<file path="config.mk">
export PLATFORM = sky130hd
export DESIGN_NAME = sdram_frame_writer_flat
export DESIGN_NICKNAME = d
export VERILOG_FILES = /design/src/rtl/sdram_frame_writer_if.sv /design/src/rtl/sdram_frame_writer.sv /design/src/flat_wrapper.sv
export SDC_FILE = /design/constraint.sdc
export NUM_CORES = 1
export LEC_CHECK = 0
export ABC_AREA = 1
export CORE_ASPECT_RATIO = 1.5
export CORE_MARGIN = 1.5
export CORE_UTILIZATION = 50
export CTS_CLUSTER_DIAMETER = 40
export DETAILED_ROUTE_END_ITERATION = 8
export PLACE_DENSITY = 0.85
export SLEW_MARGIN = 20
export SYNTH_ARGS = -nofsm -noshare
export SYNTH_HDL_FRONTEND = slang
export SYNTH_SLANG_ARGS = --single-unit
export TNS_END_PERCENT = 10
</file>
<file path="constraint.sdc">
create_clock -name clk -period 1.65 [get_ports clk]
set_input_delay 0.165 -clock clk [delete_from_list [all_inputs] [get_ports clk]]
set_output_delay 0.165 -clock clk [all_outputs]
set_load 0.02 [all_outputs]
</file>
<file path="src/rtl/sdram_frame_writer_if.sv">
// rtl/sdram_frame_writer_if.sv - write-request handshake between the frame writer and sdram_top
//  wr_sdram_req : request, held high until the burst is acknowledged
//  wr_sdram_ack : 1-cycle pulse, burst finished
//  wr_sdram_add : {bank[1:0], row[12:0], col[8:0]}
interface sdram_frame_writer_if;
    logic        wr_sdram_req;
    logic        wr_sdram_ack;
    logic [23:0] wr_sdram_add;

    modport master (output wr_sdram_req, output wr_sdram_add, input wr_sdram_ack);
    modport slave  (input wr_sdram_req, input wr_sdram_add, output wr_sdram_ack);
endinterface

</file>
<file path="src/rtl/sdram_frame_writer.sv">
// rtl/sdram_frame_writer.sv - camera-side SDRAM write sequencer, one burst request per row
//  clk, rst_133        : 133 MHz clock, async active-low reset
//  frame_start, cam_en : frame-start pulse and camera-ready level
//  wr_bank, fifo_used  : bank for next frame, write-FIFO fill level
//  sdram (master)      : req/ack/address handshake towards sdram_top
//  clear_wrsdram_fifo, frame_done, busy, row_cnt, err_overflow, err_timeout : status
module sdram_frame_writer #(
    parameter int BURST_LEN      = 512,
    parameter int ROWS_PER_FRAME = 750,
    parameter int FIFO_AW        = 11,
    parameter int ACK_TIMEOUT    = 4095
) (
    input  logic                 clk,
    input  logic                 rst_133,
    input  logic                 frame_start,
    input  logic                 cam_en,
    input  logic [1:0]           wr_bank,
    input  logic [FIFO_AW-1:0]   fifo_used,
    sdram_frame_writer_if.master sdram,
    output logic                 clear_wrsdram_fifo,
    output logic                 frame_done,
    output logic                 busy,
    output logic [12:0]          row_cnt,
    output logic                 err_overflow,
    output logic                 err_timeout
);
    localparam logic [1:0] S_IDLE = 2'd0;
    localparam logic [1:0] S_WAIT = 2'd1;
    localparam logic [1:0] S_REQ  = 2'd2;
    localparam logic [1:0] S_DONE = 2'd3;

    localparam int                 TO_W      = $clog2(ACK_TIMEOUT + 1);
    localparam logic [TO_W-1:0]    TO_MAX    = TO_W'(ACK_TIMEOUT);
    localparam logic [TO_W-1:0]    TO_PRE    = TO_W'(ACK_TIMEOUT - 1);
    localparam logic [FIFO_AW-1:0] BURST_THR = FIFO_AW'(BURST_LEN);
    localparam logic [FIFO_AW-1:0] FIFO_FULL = '1;
    localparam logic [12:0]        ROWS_END  = 13'(ROWS_PER_FRAME);

    logic [1:0]         state_q, state_d;
    logic               req_q, req_d;
    logic [23:0]        add_q, add_d;
    logic               clear_q, clear_d;
    logic               done_q, done_d;
    logic               ovf_q, ovf_d;
    logic               to_err_q, to_err_d;
    logic               pend_q, pend_d;
    logic [1:0]         pend_bank_q, pend_bank_d;
    logic [TO_W-1:0]    to_cnt_q, to_cnt_d;
    logic [FIFO_AW-1:0] fifo_q;

    logic        start_now;
    logic [1:0]  start_bank;
    logic [12:0] row_next;

    always_comb begin
        state_d     = state_q;
        req_d       = req_q;
        add_d       = add_q;
        clear_d     = 1'b0;
        done_d      = 1'b0;
        ovf_d       = ovf_q;
        to_err_d    = to_err_q;
        pend_d      = pend_q;
        pend_bank_d = pend_bank_q;
        to_cnt_d    = '0;
        start_now   = 1'b0;
        start_bank  = wr_bank;
        row_next    = add_q[21:9] + 13'd1;

        if ((state_q == S_WAIT || state_q == S_REQ) && fifo_q == FIFO_FULL)
            ovf_d = 1'b1;

        case (state_q)
            S_IDLE, S_DONE: begin
                if (frame_start) start_now = 1'b1;
            end
            S_WAIT: begin
                if (frame_start) begin
                    start_now = 1'b1;
                end else if (fifo_q >= BURST_THR && add_q[21:9] < ROWS_END) begin
                    req_d   = 1'b1;
                    state_d = S_REQ;
                end
            end
            S_REQ: begin
                if (sdram.wr_sdram_ack) begin
                    req_d = 1'b0;
                    // A restart requested during this burst replaces the row advance;
                    // a start pulse arriving on the ack cycle itself is the newest bank.
                    if (pend_q || frame_start) begin
                        start_now  = 1'b1;
                        start_bank = frame_start ? wr_bank : pend_bank_q;
                    end else begin
                        add_d[21:9] = row_next;
                        if (row_next == ROWS_END) begin
                            state_d = S_DONE;
                            done_d  = 1'b1;
                        end else begin
                            state_d = S_WAIT;
                        end
                    end
                end else begin
                    if (frame_start) begin
                        pend_d      = 1'b1;
                        pend_bank_d = wr_bank;
                    end
                    // Saturating count; the error flag is raised on the cycle it hits the limit.
                    to_cnt_d = to_cnt_q;
                    if (to_cnt_q != TO_MAX) begin
                        to_cnt_d = to_cnt_q + 1'b1;
                        if (to_cnt_q == TO_PRE) to_err_d = 1'b1;
                    end
                end
            end
            default: state_d = S_IDLE;
        endcase

        if (start_now) begin
            clear_d  = 1'b1;
            add_d    = {start_bank, 22'd0};
            ovf_d    = 1'b0;
            to_err_d = 1'b0;
            pend_d   = 1'b0;
            req_d    = 1'b0;
            to_cnt_d = '0;
            state_d  = cam_en ? S_WAIT : S_IDLE;
        end
    end

    always_ff @(posedge clk or negedge rst_133) begin
        if (!rst_133) begin
            state_q     <= S_IDLE;
            req_q       <= 1'b0;
            add_q       <= '0;
            clear_q     <= 1'b0;
            done_q      <= 1'b0;
            ovf_q       <= 1'b0;
            to_err_q    <= 1'b0;
            pend_q      <= 1'b0;
            pend_bank_q <= 2'd0;
            to_cnt_q    <= '0;
            fifo_q      <= '0;
        end else begin
            state_q     <= state_d;
            req_q       <= req_d;
            add_q       <= add_d;
            clear_q     <= clear_d;
            done_q      <= done_d;
            ovf_q       <= ovf_d;
            to_err_q    <= to_err_d;
            pend_q      <= pend_d;
            pend_bank_q <= pend_bank_d;
            to_cnt_q    <= to_cnt_d;
            fifo_q      <= fifo_used;
        end
    end

    assign sdram.wr_sdram_req = req_q;
    assign sdram.wr_sdram_add = add_q;
    assign clear_wrsdram_fifo = clear_q;
    assign frame_done         = done_q;
    assign busy               = (state_q == S_WAIT) || (state_q == S_REQ);
    assign row_cnt            = add_q[21:9];
    assign err_overflow       = ovf_q;
    assign err_timeout        = to_err_q;
endmodule
</file>
<file path="src/flat_wrapper.sv">
// flat-port wrapper written by rule: the top's interface ports become plain ports
module sdram_frame_writer_flat 
#(
    parameter int BURST_LEN      = 512,
    parameter int ROWS_PER_FRAME = 750,
    parameter int FIFO_AW        = 11,
    parameter int ACK_TIMEOUT    = 4095
)
  (clk, rst_133, frame_start, cam_en, wr_bank, fifo_used, clear_wrsdram_fifo, frame_done, busy, row_cnt, err_overflow, err_timeout, sdram_wr_sdram_req, sdram_wr_sdram_add, sdram_wr_sdram_ack);
  sdram_frame_writer_if sdram_i ();
  input  logic clk;
  input  logic rst_133;
  input  logic frame_start;
  input  logic cam_en;
  input  logic [1:0] wr_bank;
  input  logic [FIFO_AW-1:0] fifo_used;
  output logic clear_wrsdram_fifo;
  output logic frame_done;
  output logic busy;
  output logic [12:0] row_cnt;
  output logic err_overflow;
  output logic err_timeout;
  output wire logic [$bits(sdram_i.wr_sdram_req)-1:0] sdram_wr_sdram_req;
  output wire logic [$bits(sdram_i.wr_sdram_add)-1:0] sdram_wr_sdram_add;
  input wire logic [$bits(sdram_i.wr_sdram_ack)-1:0] sdram_wr_sdram_ack;
  assign sdram_wr_sdram_req = sdram_i.wr_sdram_req;
  assign sdram_wr_sdram_add = sdram_i.wr_sdram_add;
  assign sdram_i.wr_sdram_ack = sdram_wr_sdram_ack;
  sdram_frame_writer #(.BURST_LEN(BURST_LEN), .ROWS_PER_FRAME(ROWS_PER_FRAME), .FIFO_AW(FIFO_AW), .ACK_TIMEOUT(ACK_TIMEOUT)) u_core (.clk(clk), .rst_133(rst_133), .frame_start(frame_start), .cam_en(cam_en), .wr_bank(wr_bank), .fifo_used(fifo_used), .sdram(sdram_i), .clear_wrsdram_fifo(clear_wrsdram_fifo), .frame_done(frame_done), .busy(busy), .row_cnt(row_cnt), .err_overflow(err_overflow), .err_timeout(err_timeout));
endmodule
</file>
==> run_results.csv <==
group,metric,value,unit
final_layout,layout-drive-gt1-share,0.172,
clock_tree,cts_buffer_depth,2,
drt,totalWireLength,5.86,mm
yosys,avgSynthCellArea,8.26,um^2
global_route,overflow,0,
final_layout,antennaDiodeCount,0,
final_layout,fin_cells,433,
worst_setup_path,crit_path_end_kind,"output port",
floorplanning,start_util,0.522,
worst_setup_path,critPathMaxFanout,5,
yosys,synth_xor_xnor_area_share,0.0172,
global_route,grt_start_max_net_pins,49,
run,maxCapViolations,0,
final_layout,nets,390,
yosys,syn_area,2550,um^2
clock_tree,root_buffer,"clkbuf_8",
yosys,synth-edff-count,0,
place,dp.final_hpwl,4.32,mm
yosys,yosysTopAreaCell,"dfrtp_1",
status,status,"finished clean",
sta,slew_headroom,0.602,
clock_tree,cts_tree,"done",
power,p_per_area,906,nW/um^2
place,port-buffer-count,51,
hold_path,hold_path.class,"in2reg",
sta,final-hold-violation-count,0,
final_layout,syn2layout_area_growth,30.8,%
drt,drt_iter0_drc,158,
yosys,synth_top_area_share,0.471,
clock_tree,clk_pin_slew,90,ps
worst_setup_path,crit_arrival,1440,ps
global_route,grt_usage,0.225,
place,gp_congestion,0.930,
yosys,synthMuxAreaShare,0.00785,
sta,max_slew.worst_pin.slew,597,ps
place,dp_cells,423,
global_route,grt_pass1_wl,9.53,mm
clock_tree,worstSkewPairLatency,310,ps
floorplanning,die_h,90.5,um
floorplanning,rows,31,
floorplanning,die_width,61.3,um
yosys,synth_compound_area_frac,0.101,
power,p_leak,1.49,nW
floorplanning,coreArea,4890,um^2
sta,drv_slew,0,
sta,fin_worst_skew,15.9,ps
yosys,synth_fa_ha_area_frac,0.0294,
sta,setup_ws,42.3,ps
power,vdd_drop_max,0.565,mV
yosys,synthSimpleGateAreaFrac,0.251,
clock_tree,numCtsBuffers,5,
final_layout,fillers,397,
yosys,yosysUniqueCellTypes,35,
yosys,synthArstFlopShare,1.00,
yosys,synth_top_family_by_area,"simple AND/OR/NAND/NOR gates",
sta,period_share,0.974,
sta,setup_viol,0,
clock_tree,htreeDepth,2,
sta,whs,287,ps
drt,wire_per_inst,13.5,um
yosys,yosys_warnings,0,
yosys,ys_seq_area_frac,0.471,
global_route,antenna_found_initial,0,
global_route,grt_pass1_vias,2200,
drt,drc_errors,0,
sta,grt_setup_unrepaired,"true",
drt,ant_nets,0,
drt,vias,2246,
sta,min_period,1610,ps
yosys,synthCells,309,
place,post-place-ws,-182,ps
sta,max_freq,622,MHz
yosys,ys_ff_latch,48,
clock_tree,clock-sinks,48,
drt,vias_per_cell,5.19,
floorplanning,die_area,5550,um^2
worst_setup_path,critPathKind,"reg2out",
floorplanning,io-pin-count,61,
yosys,ys_top_cells_by_area,"dfrtp_1, nand2_1, buf_4",
yosys,synth_ff_type,"dfrtp_1",
worst_setup_path,critPathLaunchType,"register",
drt,drtPass1Iterations,5,
worst_setup_path,critical_path_required,1480,ps
-- flip-flops by register name, summed over array words and instances (netlist names) --
| register | flops |
|---|---|
| u_core.clear_wrsdram_fifo | 1 |
| u_core.err_overflow | 1 |
| u_core.err_timeout | 1 |
| u_core.fifo_q | 11 |
| u_core.frame_done | 1 |
| u_core.pend_bank_q | 2 |
| u_core.pend_q | 1 |
| u_core.sdram.wr_sdram_add | 15 |
| u_core.sdram.wr_sdram_req | 1 |
| u_core.state_q | 2 |
| u_core.to_cnt_q | 12 |
-- cells in the final DEF, fill, tap and decap left out, types with 4 or more instances in the layout --
cell type and instances:
clkbuf_8 5, nand2_1 66, a31oi_1 4, dfrtp_1 42
inv_2 4, dlymetal6s2s_1 4, buf_4 14, nand4_1 8
conb_1 9, a21oi_1 6, o21ai_1 4, o22ai_1 6
nor2_1 27, nor2_4 4, dfrtp_2 6, inv_1 30
clkdlybuf4s50_1 44, o21ai_0 16, nor2_2 9, nand3_1 16
-- worst paths after layout --
check / depth (start not counted) / start / slack [ps] / end
setup / recovery: 2 / u_core.sdram.wr_sdram_add[10] / 40 / row_cnt[1]
min in group asynchronous: 3 / rst_133 / 470 / u_core.sdram.wr_sdram_add[12]
hold / removal: 1 / fifo_used[7] / 290 / u_core.fifo_q[7]
hold reg to reg: 2 / u_core.pend_bank_q[0] / 500 / u_core.pend_bank_q[0]
setup reg to reg: 6 / u_core.state_q[0] / 90 / u_core.sdram.wr_sdram_add[14]
max in group asynchronous: 3 / rst_133 / 750 / u_core.sdram.wr_sdram_add[10]
-- synth_stat cells (4+ instances only) --
master and n:
nor2_1 31, nand3_1 17, nor2_2 8, ha_1 6
inv_1 31, xor2_1 4, o21ai_0 18, o22ai_1 6
a21oi_1 6, a31oi_1 4, nand2_1 69, buf_4 22
nand4_1 8, dfrtp_1 48
-- kinds of logic (layout without fill, tap and decap cells) --
kind of cell               after synthesis  count (layout)
and+or+nand+nor                        143             143
buffers and inverters                   60             110
DFF                                     48              48
AOI/OAI and AO/OA                       44              44
adders and majority gates                6               6
xor gates and xnor gates                 5               5
muxes                                    2               2
other                                    1               9
-- per-layer routing --
metal | track usage | share of wire
met1 | 0.248 | 0.38
met2 | 0.402 | 0.56
met3 | 0.0358 | 0.038
met4 | 0.0924 | 0.026
met5 | 0 | 0
-- worst max-delay path: stages (launching register included) --
cell,delay [ps]
dfrtp_2,390
buf_4,140
clkdlybuf4s50_1,600
-- final cells by class --
| type | count | area, um^2 | area share |
|---|---|---|---|
| inverter | 35 | 131 | 0.0394 |
| timing repair buffer | 67 | 644 | 0.193 |
| clock inverter | 3 | 42.5 | 0.0127 |
| clock buffer | 5 | 68.8 | 0.0206 |
| multi-input combinational | 209 | 1160 | 0.347 |
| sequential | 48 | 1210 | 0.362 |
| tap | 66 | 82.6 | 0.0247 |
-- stage by stage --
step | TNS [ps] | power [W] | cell area (um^2) | utilization
floorplan | 0 | 0.00182 | 2580 | -
global placement | -341 | 0.00216 | 3110 | 0.636
detailed placement | -742 | 0.00218 | 3110 | 0.636
CTS | 0 | 0.00302 | 3230 | 0.662
global route | -138 | 0.00319 | 3340 | 0.683
finish | 0 | 0.00302 | 3340 | 0.683
-- power by group --
part           switching [W]  internal, W
logic               0.000484     0.000334
registers          0.0000691      0.00129
clock network       0.000397     0.000448
-- repair_timing --
item                       4_1_cts  5_1_grt
hold buffers                     1        0
hold endpoints to repair        48        0
setup buffers                    0        1
pin swaps                        0        2
setup endpoints to repair       11       36
gates resized for setup          4       31
Power figures use the tool's default switching activity.
